[src/rtl/clint_mmap.sv]
// ============================================================================
//  clint_mmap : memory-mapped core-local interruptor with a prescaled 64-bit
//  mtime and per-hart mtimecmp/msip. Option: CLINT_MMAP_SNAPSHOT_EN (tear-free hi read).
//  Revision  : 1.0
// ============================================================================
`default_nettype none

module clint_mmap #(
  parameter int HARTS = 1,
  parameter int DIV_W = 8
) (
  input  logic             clk,
  input  logic             reset,
  input  logic             re,
  input  logic             we,
  input  logic [31:2]      addr,
  input  logic [31:0]      wd,
  output logic [31:0]      rd,
  output logic [63:0]      mtime,
  output logic [HARTS-1:0] mtip,
  output logic [HARTS-1:0] msip
);

  localparam logic [7:0] C_MTIME_LO = 8'h00;
  localparam logic [7:0] C_MTIME_HI = 8'h01;
  localparam logic [7:0] C_CTRL     = 8'h02;
  localparam logic [7:0] C_MSIP     = 8'h03;
  localparam int         C_CMP_BASE = 64;

  logic [7:0]       w_word;
  logic             w_addr_unused;
  logic             w_wr_lo, w_wr_hi, w_wr_ctrl, w_wr_msip;
  logic [31:0]      w_rdata;
  logic [31:0]      w_ctrl;

  logic [63:0]      mtime_q, mtime_d;
  logic [DIV_W-1:0] pre_q, pre_d;
  logic             en_q;
  logic [DIV_W-1:0] div_q;
  logic [HARTS-1:0] msip_q;
  logic [HARTS-1:0] mtip_q;
  logic [31:0]      rd_q;
  logic [63:0]      cmp_q [HARTS];

  assign w_word        = addr[9:2];
  assign w_addr_unused = ^addr[31:10];

  assign w_wr_lo   = we && (w_word == C_MTIME_LO);
  assign w_wr_hi   = we && (w_word == C_MTIME_HI);
  assign w_wr_ctrl = we && (w_word == C_CTRL);
  assign w_wr_msip = we && (w_word == C_MSIP);

  always_comb begin
    w_ctrl              = '0;
    w_ctrl[0]           = en_q;
    w_ctrl[8 +: DIV_W]  = div_q;
  end

  // A write to either half wins over the prescaled increment in that cycle.
  always_comb begin
    mtime_d = mtime_q;
    pre_d   = pre_q;
    if (en_q) begin
      if (pre_q == div_q) begin
        mtime_d = mtime_q + 64'd1;
        pre_d   = '0;
      end else begin
        pre_d = pre_q + 1'b1;
      end
    end
    if (w_wr_lo) begin
      mtime_d = {mtime_q[63:32], wd};
      pre_d   = '0;
    end
    if (w_wr_hi) begin
      mtime_d = {wd, mtime_q[31:0]};
      pre_d   = '0;
    end
    if (w_wr_ctrl) begin
      pre_d = '0;
    end
  end

`ifdef CLINT_MMAP_SNAPSHOT_EN
  logic [31:0] shadow_q;

  always_ff @(posedge clk) begin
    if (!reset) begin
      shadow_q <= '0;
    end else if (re && (w_word == C_MTIME_LO)) begin
      shadow_q <= mtime_q[63:32];
    end
  end
`endif

  always_comb begin
    w_rdata = '0;
    case (w_word)
      C_MTIME_LO: w_rdata = mtime_q[31:0];
`ifdef CLINT_MMAP_SNAPSHOT_EN
      C_MTIME_HI: w_rdata = shadow_q;
`else
      C_MTIME_HI: w_rdata = mtime_q[63:32];
`endif
      C_CTRL:     w_rdata = w_ctrl;
      C_MSIP:     w_rdata[HARTS-1:0] = msip_q;
      default:    ;
    endcase
    for (int h = 0; h < HARTS; h++) begin
      if (w_word == 8'(C_CMP_BASE + 2 * h)) w_rdata = cmp_q[h][31:0];
      if (w_word == 8'(C_CMP_BASE + 2 * h + 1)) w_rdata = cmp_q[h][63:32];
    end
  end

  always_ff @(posedge clk) begin
    if (!reset) begin
      mtime_q <= '0;
      pre_q   <= '0;
      en_q    <= 1'b1;
      div_q   <= '0;
      msip_q  <= '0;
      rd_q    <= '0;
    end else begin
      mtime_q <= mtime_d;
      pre_q   <= pre_d;
      if (w_wr_ctrl) begin
        en_q  <= wd[0];
        div_q <= wd[8 +: DIV_W];
      end
      if (w_wr_msip) begin
        msip_q <= wd[HARTS-1:0];
      end
      if (re) begin
        rd_q <= w_rdata;
      end
    end
  end

  // mtip compares the values held before this edge, hence its one-cycle lag.
  always_ff @(posedge clk) begin
    for (int h = 0; h < HARTS; h++) begin
      if (!reset) begin
        cmp_q[h]  <= '1;
        mtip_q[h] <= 1'b0;
      end else begin
        if (we && (w_word == 8'(C_CMP_BASE + 2 * h))) cmp_q[h][31:0] <= wd;
        if (we && (w_word == 8'(C_CMP_BASE + 2 * h + 1))) cmp_q[h][63:32] <= wd;
        mtip_q[h] <= (mtime_q >= cmp_q[h]);
      end
    end
  end

  assign rd    = rd_q;
  assign mtime = mtime_q;
  assign mtip  = mtip_q;
  assign msip  = msip_q;

endmodule

`default_nettype wire

[config.mk]
export PLATFORM = sky130hd
export DESIGN_NAME = clint_mmap
export DESIGN_NICKNAME = d
export VERILOG_FILES = /design/src/rtl/clint_mmap.sv
export SDC_FILE = /design/constraint.sdc
export NUM_CORES = 1
export LEC_CHECK = 0
export ABC_AREA = 1
export CAP_MARGIN = 10
export CORE_MARGIN = 8
export CORE_UTILIZATION = 40
export CTS_BUF_LIST = sky130_fd_sc_hd__clkbuf_4
export CTS_CLUSTER_SIZE = 40
export DETAILED_ROUTE_END_ITERATION = 8
export MAX_ROUTING_LAYER = met4
export PLACE_DENSITY_LB_ADDON = 0.08
export SETUP_SLACK_MARGIN = 0.4
export SYNTH_ARGS = -nofsm -noshare
export SYNTH_HDL_FRONTEND = slang
export SYNTH_SLANG_ARGS = --single-unit
[constraint.sdc]
create_clock -name clk -period 5.5 [get_ports clk]
set_clock_uncertainty 0.1 [all_clocks]
set_input_delay 0.55 -clock clk [delete_from_list [all_inputs] [get_ports clk]]
set_output_delay 0.55 -clock clk [all_outputs]
set_load 0.05 [all_outputs]
==> flow_results.org, run 1 <==
** Status
- Outcome :: complete, no violations

** Placement
- Placed Area :: 14200 sq um
- Summed over all nets, the half-perimeter wirelength after detailed placement is 40.2 mm.
- Input and output buffers added on the ports amount to ~140.
- Weighted congestion at the end of routability-driven global placement :: roughly 1.0

** GRT
- Global-route wire length before repair :: a little under 80 mm
- Largest net degree at the start of global routing :: between 70 and 80
- After global routing the overflow that remains totals 0.
- The number of antenna violations at the first check in global routing was 2.
- The number of global-route vias before repair came to 12.4k.
- Across every metal layer, demand over resource in global routing totals 0.289.

** Logic synthesis
- sky130_fd_sc_hd__dfxtp_1 takes more of the synthesized area than any other cell.
- Top_reg_cell synth :: sky130_fd_sc_hd__dfxtp_1
- Counting distinct cell types in the post-synthesis netlist gives 46.
- Counting flops and latches in the post-synthesis netlist gives 179.
- Proportion of register bits with asynchronous set or reset after synthesis :: 0
- Syn Std Cell Area :: approximately 13000 sq um
- Share of the yosys chip area belonging to registers :: 0.337
- In the post-synthesis netlist, the biggest area contributors are sky130_fd_sc_hd__dfxtp_1 (18%), sky130_fd_sc_hd__edfxtp_1 (15%), sky130_fd_sc_hd__nand2_1 (15%), sky130_fd_sc_hd__inv_1 (7.2%), sky130_fd_sc_hd__nor2_1 (7.1%).
- Post-Syn Nets :: 2032
- Mean instance size in the synthesized netlist :: 6.60 sq um
- Synth Warn # :: 0
- Proportion of netlist area held by the largest area contributor :: 0.184
- Synthesis produced between 1.5k and 2k cells.
- Number of enable-type register cells in the synthesized netlist :: 64

** STA
- Max-slew headroom :: 0.221
- The max-slew violation total from the final report was 0.
- Final Hold Vio Count :: 0
- In the finished design, the share of the clock period the worst path needs comes to 0.574.
- For the pin with the worst max-slew slack, the measured transition is 1.16 ns.
- Setup repair after global routing missed its margin :: false
- The routed design could run at a clock period as short as 3.16 ns.
- Count of endpoints failing setup in the final report :: 0
- In the final timing run, aggregate negative setup slack is 0 ns.
- For this run, the top clock speed supported by timing is 317 MHz.
- Hold Slack :: 0.377 ns

** Clock network
- The clock drives between 150 and 200 sinks.
- Number of buffers on the longest clock path :: 2
- Number of gates resized after cts :: 0
- The number of clock buffers added by TritonCTS is 17.
- The clock reaches the later pin of the worst-skew pair after 0.67 ns.
- Root buffer cell :: sky130_fd_sc_hd__clkbuf_4
- In this run the number of H-tree levels came out at 4.
- Once the clock tree was built, the setup fixing pass inserted 0 buffers.
- TritonCTS built the clock tree.
- Hold repair after CTS inserted 0 buffers.
- CTS clk-pin slew, worst paths :: 0.16 ns

** Floorplanning
- Total core area :: between 30000 and 40000 sq um
- After floorplanning, the core was divided into 65 placement rows.
- The die covers 37300 sq um.
- Initial core utilization :: 0.401
- Die Ht :: 193 microns
- Die width :: 193 microns
- Number of top-level pins :: 164

** Routing
- For this block, the via count after detailed routing is 13.4k.
- Remaining number of nets flagged by the antenna check after routing :: 0
- The final layout contains routed wiring with a total length of 52.2 mm.
- Number of DRC violations after detailed-routing iteration 0 :: approximately 1.2k
- Length of the first detailed-routing pass in iterations :: 7
- Vias per Instance :: 5.52
- In the routed design, unresolved DRC markers number 0.
- Routed length per instance :: ~22 microns

** Critical path
- The number of cells on the worst reg-to-reg path is 11.
- The most numerous cell type found on the critical path is sky130_fd_sc_hd__inv_1.
- Together, buffers and inverters on the worst path number 4.
- The critical path is of the input port to flop type.
- Capturing element type of the critical path :: flop
- Required time of the worst setup path :: 5.77 ns
- Worst Path Max Fanout :: 33
- STA classifies the critical path startpoint as an input port.
- Source of the worst register-to-register timing path :: mtime[15]
- STA puts the critical path data arrival time at roughly 3.4 ns.
- CP Cell Sequence :: clkdlybuf4s50_1 > inv_1 > nor2_2 > inv_1 > nand2_1 > buf_4
- Kind of cell adding the most delay to the critical path :: buffers and inverters
- In this run the critical register-to-register path is captured at mtime[50].
- Setup slack, reg-to-reg :: roughly 2.9 ns
- Library cell contributing the largest single delay on the critical path :: sky130_fd_sc_hd__inv_1
- Critical Path Max Stage Delay :: 0.83 ns

** Final layout
- The layout has approximately 3.3k filler cells.
- Fraction of final layout cells sized beyond drive strength 1 :: 0.0570
- Area growth from synthesis to layout :: 15.9%
- Area taken by multi-input logic gates :: slightly above 7000 sq um
- Final net count :: 2138
- Final non-filler cell area :: 14500 sq um
- Sequential cell area :: 4220 sq um

** Hold path
- The worst hold path passes through 2 cells.
- Endpoint with the worst hold slack :: rd[25]
- The tightest min-delay check is of the flop to flop type.
- In this run the most critical hold path is launched from rd[25].

** Pwr
- After layout, the design draws a total of 2.56 mW.
- The worst-case IR drop observed on VDD is 169 uV.
- Total power divided by cell area :: 177 nW/um^2
- The analysis attributes to cell leakage a power of approximately 6 nW.

** Flow run
- Max-cap violation count :: 0
[worst max path at each step]
stage	slack [ns]	from	end	depth (start not counted)
finish	2.34	we	cmp_q[0][59]	6
global route	2.28	we	cmp_q[0][59]	6
CTS	2.47	mtime[52]	mtime[52]	1
detailed placement	1.78	we	cmp_q[0][63]	6
global placement	1.88	we	cmp_q[0][62]	6
floorplan	1.43	addr[6]	cmp_q[0][0]	6
[cells in the mapped netlist, types with 2 or more instances]
cell,instances
sky130_fd_sc_hd__nand4_1,29
sky130_fd_sc_hd__nor2_8,2
sky130_fd_sc_hd__dfxtp_1,115
sky130_fd_sc_hd__inv_2,11
sky130_fd_sc_hd__a211oi_1,2
sky130_fd_sc_hd__clkbuf_2,6
sky130_fd_sc_hd__nand3b_1,2
sky130_fd_sc_hd__o21a_1,3
sky130_fd_sc_hd__o211ai_1,5
sky130_fd_sc_hd__nand3_4,2
sky130_fd_sc_hd__nand3_1,106
sky130_fd_sc_hd__a21oi_1,111
sky130_fd_sc_hd__nand2_4,6
sky130_fd_sc_hd__o22ai_1,20
sky130_fd_sc_hd__o21bai_1,23
sky130_fd_sc_hd__edfxtp_1,64
sky130_fd_sc_hd__buf_6,6
sky130_fd_sc_hd__xor2_1,8
sky130_fd_sc_hd__nor2_2,14
sky130_fd_sc_hd__nor2_1,236
sky130_fd_sc_hd__nor3_1,18
sky130_fd_sc_hd__nand2_1,511
sky130_fd_sc_hd__nor2_4,6
sky130_fd_sc_hd__clkbuf_1,35
sky130_fd_sc_hd__o21ai_0,173
sky130_fd_sc_hd__and3_1,2
sky130_fd_sc_hd__a21oi_2,5
sky130_fd_sc_hd__inv_1,241
sky130_fd_sc_hd__buf_2,18
sky130_fd_sc_hd__ha_1,66
sky130_fd_sc_hd__xnor2_1,3
sky130_fd_sc_hd__nor4_1,2
sky130_fd_sc_hd__o21ai_1,14
sky130_fd_sc_hd__o21ai_2,5
sky130_fd_sc_hd__nand2_2,12
sky130_fd_sc_hd__a31oi_1,8
[final cells by class]
| type | instances | area share |
|---|---|---|
| diodes | 2 | 0.000344 |
| clock buffers | 17 | 0.00878 |
| clock inverters | 15 | 0.0117 |
| inverters | 253 | 0.0654 |
| multi-input cells | 1402 | 0.485 |
| flip-flops and latches | 179 | 0.291 |
| well taps | 402 | 0.0346 |
| repair buffers | 153 | 0.103 |
[worst register-to-register path, delay by kind of cell, from the launching register on]
family           cells  cell delay (ns)
DFF                  1             0.65
and+or+nand+nor     11             1.73
[cell families (layout without fill, tap and decap cells)]
group / count (synthesis) / count (layout) / synth area share
XOR/XNOR: 11 / 11 / 0.00769
flip-flops: 179 / 179 / 0.337
AND/OR/NAND/NOR: 953 / 953 / 0.325
other: 0 / 2 / 0
AO/OA/AOI/OAI: 372 / 372 / 0.163
buffers and inverters: 319 / 438 / 0.102
adder cells (fa/ha/maj): 66 / 66 / 0.0659
[placed cells by master, fill, tap and decap left out, types with 5 or more instances in the layout]
cell type                           n
sky130_fd_sc_hd__nor2_1           236
sky130_fd_sc_hd__nand2_4            6
sky130_fd_sc_hd__nand3_1          106
sky130_fd_sc_hd__nor2_4             6
sky130_fd_sc_hd__nor2_2            14
sky130_fd_sc_hd__inv_2             11
sky130_fd_sc_hd__inv_6              7
sky130_fd_sc_hd__inv_1            241
sky130_fd_sc_hd__o211ai_1           5
sky130_fd_sc_hd__clkbuf_4          17
sky130_fd_sc_hd__o21ai_1           14
sky130_fd_sc_hd__nand2_1          510
sky130_fd_sc_hd__clkdlybuf4s50_1  141
sky130_fd_sc_hd__o21bai_1          23
sky130_fd_sc_hd__a21oi_2            5
sky130_fd_sc_hd__nand4_1           29
sky130_fd_sc_hd__edfxtp_1          64
sky130_fd_sc_hd__o21ai_0          172
sky130_fd_sc_hd__o21ai_2            5
sky130_fd_sc_hd__xor2_1             8
sky130_fd_sc_hd__nand2_2           13
sky130_fd_sc_hd__o22ai_1           20
sky130_fd_sc_hd__dfxtp_1          115
sky130_fd_sc_hd__buf_4             12
sky130_fd_sc_hd__nor3_1            18
sky130_fd_sc_hd__ha_1              66
sky130_fd_sc_hd__a21oi_1          111
sky130_fd_sc_hd__a31oi_1            8
[flip-flops by register name, indices dropped and copies added (netlist names)]
register  cells
mtime        64
en_q          1
mtip          1
pre_q         8
rd           32
cmp_q        64
div_q         8
msip          1
[report_power, final]
group	leakage, nW	switching, mW	internal, mW	total, mW
Clock	0.165	0.548	0.283	0.830
Sequential	1.57	0.0333	1.40	1.44
Combinational	4.24	0.202	0.0943	0.296
[routing by layer]
| layer | part of all wire | wire (microns) | track usage | vias up |
|---|---|---|---|---|
| met3 | 0.11 | 5660 | 0.0710 | 72 |
| li1 | - | - | - | 6403 |
| met4 | 0.025 | 1320 | 0.0867 | 0 |
| met1 | 0.45 | 23500 | 0.400 | 6264 |
| met5 | 0 | 0 | - | - |
| met2 | 0.42 | 21800 | 0.412 | 632 |
[metrics by stage]
stage	instances	utilization	worst slack [ns]
detailed placement	2389	0.456	1.78
finish	2423	0.465	2.34
global route	2423	0.465	2.28
global placement	2389	0.456	1.88
floorplan	1900	-	1.43
CTS	2421	0.465	2.47
No activity file was read; power rests on OpenSTA's default activity.
==> inputs of run 2 (changes only) <==
==> constraint.sdc (replaced) <==
create_clock -name clk -period 2.8 [get_ports clk]
set_clock_uncertainty 0.1 [all_clocks]
set_input_delay 0.28 -clock clk [delete_from_list [all_inputs] [get_ports clk]]
set_output_delay 0.28 -clock clk [all_outputs]
set_load 0.05 [all_outputs]
==> flow_results.org, run 2 (same netlist as run 1, synthesis figures left out) <==
** Clock network
- The clock network latency to the later pin of the worst-skew pair came to 0.66 ns (about the same).
- CTS H-Tree Depth :: 4 (unchanged)
- CTS buffer count :: 17 (unchanged)
- TritonCTS built the clock tree.
- The root buffer cell chosen for the clock tree is sky130_fd_sc_hd__clkbuf_4.
- Number of buffers on the longest clock path :: 2 (unchanged)
- Clock Sink Count :: 179 (unchanged)
- CTS clk-pin slew, worst paths :: 0.17 ns (about the same)
- The quantity of hold-fixing buffers added after cts came to 0 (unchanged).

** Routing
- The total via count in the routed design was 13.5k (+1.3%).
- The average vias per placed instance was 5.44 (-1.4%).
- Routed length per instance :: 22.2 microns (+3.0%)
- The number of remaining DRC errors came to 1 (+1).
- The DRC marker count from the first detailed-route iteration is 1386 (+19%).
- The first-pass iteration count of the detailed router is 8 (+1).
- Remaining number of nets flagged by the antenna check after routing :: 0 (unchanged)
- Routed wire length :: 55.2 mm (+5.7%)

** Critical path
- Signal arrival time at the worst endpoint :: 2.82 ns (-0.61 ns)
- The maximum net fanout on the critical path came to 7 (-79%).
- Critical Path Max Stage Delay :: 0.52 ns (-0.31 ns)
- Capturing element type of the critical path :: flop
- Setup slack, reg-to-reg :: 0.45 ns (-2.43 ns)
- The worst setup path is launched from a flop.
- On the critical path, the stage with the largest delay is an instance of sky130_fd_sc_hd__dfxtp_1.
- The logic depth of the worst register-to-register path was 10 (-1).
- Setup CP Type :: flop to flop
- The worst register-to-register path ends at mtime[57].
- The required time of the critical path is 3.27 ns (-2.50 ns).
- Among the stages of the critical path, the cell type that occurs most often is sky130_fd_sc_hd__nor2_1.
- Source of the worst register-to-register timing path :: mtime[24]
- CP Cell Sequence :: nand2_1 > nor2_1 > nand3_1 > nor2_2 > nand4_1 > nand2_1 > nand2_1 > nor2_1 > nor2_1 > nor2_1

** Final layout
- Fraction of final layout cells sized beyond drive strength 1 :: 0.0974 (+0.0404)
- From synthesis to final layout, the design area changed by 20.2%.
- In the layout the commonest cells are sky130_fd_sc_hd__nand2_1 (509), sky130_fd_sc_hd__inv_1 (241), sky130_fd_sc_hd__nor2_1 (232).
- The total number of nets in the final design is 2203 (+3.0%).
- Utilization after layout :: 0.483 (+0.0172)
- Most frequent standard cell in the layout excluding fill and tap cells :: sky130_fd_sc_hd__nand2_1

** Floorplanning
- Initial core utilization :: 0.401 (unchanged)
- The number of top-level design ports is 164 (unchanged).
- The placement row count was 65 (unchanged).
- The overall die height was 193 microns (unchanged).
- The area of the die was 37300 sq um (unchanged).
- The area of the core was 31200 sq um (unchanged).
- Die width :: 193 microns (unchanged)

** GRT
- Number of global-route vias before repair :: 12.6k (+1.4%)
- The total track usage came to 0.303 (+0.0138).
- The wire length of the first global-routing pass was 80.1 mm (+3.9%).
- Number of antenna violations at the first check in global routing :: 1 (-1)
- Largest net degree at the start of global routing :: 65 (-11%)
- Overflow left after global routing :: 0 (unchanged)

** STA
- The max-slew violation total from the final report came to 0 (unchanged).
- Timing would allow up to 425 MHz.
- Slack of the critical path :: 0.448 ns (-1.90 ns)
- Max-slew headroom :: 0.408 (+0.187)
- The total negative slack is 0 ns (unchanged).
- Setup repair after global routing could not meet its margin everywhere.
- The count of endpoints failing hold in the final timing report came to 0 (unchanged).
- Final critical path time including I/O delays and setup :: 2.35 ns
- The worst hold slack is 0.205 ns (-0.172 ns).
- The measured slew at the worst slew-check pin was 0.888 ns (-0.276 ns).
- Of the available clock period, the critical path in the final layout requires 0.840.
- The number of endpoints failing setup at the final stage was 0 (unchanged).

** Placement
- Weighted congestion at the end of routability-driven global placement :: 0.988 (-1.3%)
- The post-placement worst setup slack came to 0.124 ns (-1.66 ns).
- Detailed placement HPWL :: 43.7 mm (+8.5%)
- IO Port Bufs :: 141 (unchanged)

** Status
- Outcome :: finished, violations left
- The checks that failed: design-rule violations.

** Pwr
- The power after layout is 5.21 mW (+100%).
- The static leakage is 6.67 nW (+12%).
- Worst supply voltage drop on vdd :: 352 uV (+110%)
- Total power divided by cell area :: 346 nW/um^2 (+96%)

** Hold path
- Hold path depth :: 5 (+3)
- Launch point of the worst hold path :: wd[20]
- The tightest min-delay check is of the input port to flop type.
- Endpoint with the worst hold slack :: mtime[52]

** Flow run
- The total of max-cap violations came to 0 (unchanged).
==> run 2: changes by cell type in the layout (fill, tap and decap cells not counted), moves of 3 or more <==
cell                              before  now
sky130_fd_sc_hd__dlygate4sd2_1         0   59
sky130_fd_sc_hd__dfxtp_2               0   18
sky130_fd_sc_hd__inv_6                 7    2
sky130_fd_sc_hd__buf_4                12   72
sky130_fd_sc_hd__buf_12                0    3
sky130_fd_sc_hd__clkdlybuf4s50_1     141   80
sky130_fd_sc_hd__dfxtp_1             115   95
sky130_fd_sc_hd__nor2_1              236  232
==> run 2: layout make-up <==
cell class / count / area [sq um]
Antenna cell: 2 / 5.00
Multi-Input combinational cell: 1404 / 7090
Sequential cell: 179 / 4250
Tap cell: 402 / 503
Inverter: 253 / 950
Fill cell: 3300 / 16200
Timing Repair Buffer: 216 / 1940
Clock inverter: 13 / 180
Clock buffer: 19 / 143
==> run 2: routing by layer <==
layer  part of all wire  wire length, microns  track usage  up-vias
li1                   -                     -            -     6521
met1               0.47                 25800        0.423     6399
met2               0.42                 23400        0.439      571
met3              0.092                  5080       0.0705       49
met4              0.016                   900       0.0704        0
met5                  0                     0            -        -
==> run 2: worst max-delay path: cells and delay by family, from the launching register on <==
kind	cells	cell delay (ns)
AND/OR/NAND/NOR	10	1.63
flip-flops	1	0.52
==> run 2: how the worst max path moves through the flow <==
stage	endpoint	depth (start not counted)	startpoint	slack, ns
after floorplan	cmp_q[0][0]	6	addr[6]	0.47
after global placement	pre_q[2]	7	addr[5]	0.18
after detailed placement	pre_q[7]	7	addr[5]	0.12
after CTS	mtime[48]	1	mtime[48]	0.41
after global routing	mtime[58]	10	mtime[10]	0.39
final	mtime[57]	10	mtime[24]	0.45
==> run 2: stage by stage <==
step / area (sq um) / instances
floorplan: 12500 / 1900
global placement: 14700 / 2450
detailed placement: 14700 / 2450
CTS: 15000 / 2482
global route: 15100 / 2488
finish: 15100 / 2488
==> run 2: timing repair <==
item / 4_1_cts / 5_1_grt
pin swaps: 0 / 2
buffers inserted: 0 / 2
cloned: 0 / 2
resized for setup: 62 / 27
endpoints found under the setup margin: 65 / 23
==> run 2: report_power, final <==
part	total (mW)	switching [mW]	internal, mW
combinational	0.620	0.424	0.196
sequential	2.82	0.0557	2.76
clock	1.78	1.05	0.732
==> inputs of run 3 (changes only) <==
==> constraint.sdc (replaced) <==
create_clock -name clk -period 2.4 [get_ports clk]
set_clock_uncertainty 0.1 [all_clocks]
set_input_delay 0.24 -clock clk [delete_from_list [all_inputs] [get_ports clk]]
set_output_delay 0.24 -clock clk [all_outputs]
set_load 0.05 [all_outputs]
==> flow_results.org, run 3 (same netlist as run 1, synthesis figures left out) <==
** Clock network
- CTS H-Tree Depth :: 4 (unchanged)
- The total clock buffers created by CTS came to 17 (unchanged).
- TritonCTS built the clock tree.
- Root buffer cell :: sky130_fd_sc_hd__clkbuf_4
- The quantity of hold-fixing buffers added after cts is 0 (unchanged).
- Clock Sink Count :: 179 (unchanged)
- The clock-pin slew of the registers on the worst-case setup and hold paths was 0.17 ns (about the same).
- Clock latency reported for the late side of the worst-skew pair :: 0.67 ns (about the same)
- Number of buffers on the longest clock path :: 2 (unchanged)

** STA
- The maximum clock frequency came to 500 MHz (+18%).
- The measured slew at the worst slew-check pin came to 0.520 ns (-0.368 ns).
- The final cycle utilization of the critical path is 0.833 (-0.00685).
- Count of endpoints failing setup in the final report :: 0 (unchanged)
- The max-slew violation total from the final report came to 0 (unchanged).
- The worst hold slack came to 0.173 ns (-0.0320 ns).
- Sum of negative setup slack :: 0 ns (unchanged)
- The clock period minus final worst setup slack was 2.00 ns (-0.352 ns).
- Setup repair after global routing could not meet its margin everywhere.
- Final Hold Vio Count :: 0 (unchanged)
- Max-slew headroom :: 0.655 (+0.247)

** Routing
- Routed length per instance :: 21.9 microns (-1.3%)
- Length of the first detailed-routing pass in iterations :: 5 (-3)
- Total vias in the final route :: 14.0k (+3.3%)
- Remaining number of nets flagged by the antenna check after routing :: 0 (unchanged)
- The average vias per placed instance came to 5.48 (+0.65%).
- The DRC marker count from the first detailed-route iteration came to 1245 (-10%).
- The number of remaining DRC errors came to 0 (-1).
- Routed wire length :: 55.9 mm (+1.3%)

** Floorplanning
- The overall die height was 193 microns (unchanged).
- The chip width came to 193 microns (unchanged).
- Initial core utilization :: 0.401 (unchanged)
- Die ar. :: 37300 sq um (unchanged)
- The area of the core is 31200 sq um (unchanged).
- Number of rows created at floorplan :: 65 (unchanged)
- Number of top-level pins :: 164 (unchanged)

** Critical path
- The arrival time at the worst endpoint was 2.48 ns (-0.34 ns).
- Library cell contributing the largest single delay on the critical path :: sky130_fd_sc_hd__dfxtp_4
- Walking the worst path, the cells encountered are nand2_1 > nor2_4 > nand2_1 > nor2_2 > nand4_1 > nand2_1 > nand2_1 > nor2_1 > nor2_1 > nor2_1.
- The required time of the critical path is 2.88 ns (-0.39 ns).
- Critical Path Max Stage Delay :: 0.47 ns (-0.05 ns)
- The most numerous cell type found on the critical path is sky130_fd_sc_hd__nand2_1.
- Launching element type of the critical path :: flop
- Worst Path Max Fanout :: 8 (+1)
- The worst setup path is captured at a flop.
- The setup path with the least slack is of type flop to flop.

** Final layout
- The layout filler cell count is 3187 (-3.4%).
- Commonest cells after routing, fill and taps aside :: sky130_fd_sc_hd__nand2_1 (496), sky130_fd_sc_hd__inv_1 (240), sky130_fd_sc_hd__nor2_1 (189)
- Area growth from synthesis to layout :: 29.2%
- Leaving out fill and tap cells, the most frequent cell in the layout is sky130_fd_sc_hd__nand2_1.
- Count of non-filler cells in the finished layout :: 2554 (+2.7%)
- The total number of nets in the final design came to 2270 (+3.0%).
- Fraction of final layout cells sized beyond drive strength 1 :: 0.208 (+0.110)

** GRT
- The number of antenna violations at the first check in global routing was 1 (unchanged).
- Total track usage :: 0.310 (+0.00706)
- The wire length of the first global-routing pass came to 82.5 mm (+3.0%).
- Largest net degree at the start of global routing :: 73 (+12%)
- The total global routing overflow was 0 (unchanged).
- The number of global-route vias before repair came to 13.1k (+4.1%).

** Placement
- IO Port Bufs :: 141 (unchanged)
- Weighted congestion at the end of routability-driven global placement :: 1.04 (+5.3%)
- The detailed-placement wirelength estimate is 44.5 mm (+1.8%).
- The placed cell count is 2494 (+1.8%).

** Pwr
- Total power divided by cell area :: 372 nW/um^2 (+7.6%)
- The largest voltage drop on the vdd net was 426 uV (+21%).
- The power after layout came to 6.03 mW (+16%).
- Static leakage :: 7.04 nW (+5.5%)

** Flow run
- The total of max-cap violations came to 0 (unchanged).

** Status
- Outcome :: complete, no violations

** Hold path
- The tightest min-delay check is of the input port to flop type.
-- run 3: cell types whose count changed in the layout (fill, tap and decap cells not counted), moves of 13 or more --
cell and change:
sky130_fd_sc_hd__clkdlybuf4s50_1 -37, sky130_fd_sc_hd__dfxtp_4 +30, sky130_fd_sc_hd__clkdlybuf4s15_2 +33, sky130_fd_sc_hd__nor2_4 +19
sky130_fd_sc_hd__nand2_1 -13, sky130_fd_sc_hd__buf_4 +52, sky130_fd_sc_hd__nor2_1 -43, sky130_fd_sc_hd__dlygate4sd2_1 -27
sky130_fd_sc_hd__nor2_2 +24, sky130_fd_sc_hd__buf_12 +15, sky130_fd_sc_hd__dfxtp_1 -40, sky130_fd_sc_hd__buf_2 +18
-- run 3: worst max-delay path: cells and delay by family, from the launching register on --
kind             cells  cell delay [ns]
DFF                  1             0.47
and+or+nand+nor     10             1.36
-- run 3: final timing paths --
kind	startpoint	end	slack (ns)	cells after the start
max	mtime[40]	mtime[51]	0.40	10
min	wd[7]	mtime[39]	0.17	5
max reg2reg	mtime[40]	mtime[51]	0.40	10
min reg2reg	rd[21]	rd[21]	0.37	2
-- run 3: where the power goes --
part / internal (mW) / switching (mW)
clock network: 0.765 / 1.21
logic: 0.277 / 0.518
registers: 3.19 / 0.0676
-- run 3: layout make-up --
cell class              instances  area, sq um  share of cell area
diodes                          1         2.50            0.000154
multi-input cells            1402         7450               0.460
clock buffers                  20          150             0.00927
repair buffers                285         2610               0.161
flip-flops and latches        179         4380               0.270
clock inverters                12          151             0.00935
inverters                     253          950              0.0586
well taps                     402          503              0.0311
-- run 3: what timing repair did --
action,4_1_cts,5_1_grt
resized for setup,313,129
pin swaps,5,24
endpoints found under the setup margin,140,66
setup buffers,8,19
-- run 3: metrics by stage --
| stage | util | setup slack [ns] | area, sq um |
|---|---|---|---|
| floorplan | - | 0.404 | 12600 |
| global placement | 0.489 | 0.00875 | 15300 |
| detailed placement | 0.489 | -0.0582 | 15300 |
| CTS | 0.505 | 0.183 | 15800 |
| global route | 0.519 | 0.290 | 16200 |
| finish | 0.519 | 0.400 | 16200 |
-- run 3: per-layer routing --
metal / vias to the layer above / wire (microns) / track usage
met4: 0 / 1210 / 0.0811
met5: - / 0 / -
li1: 6665 / - / -
met2: 596 / 23700 / 0.452
met3: 59 / 5320 / 0.0576
met1: 6669 / 25600 / 0.436
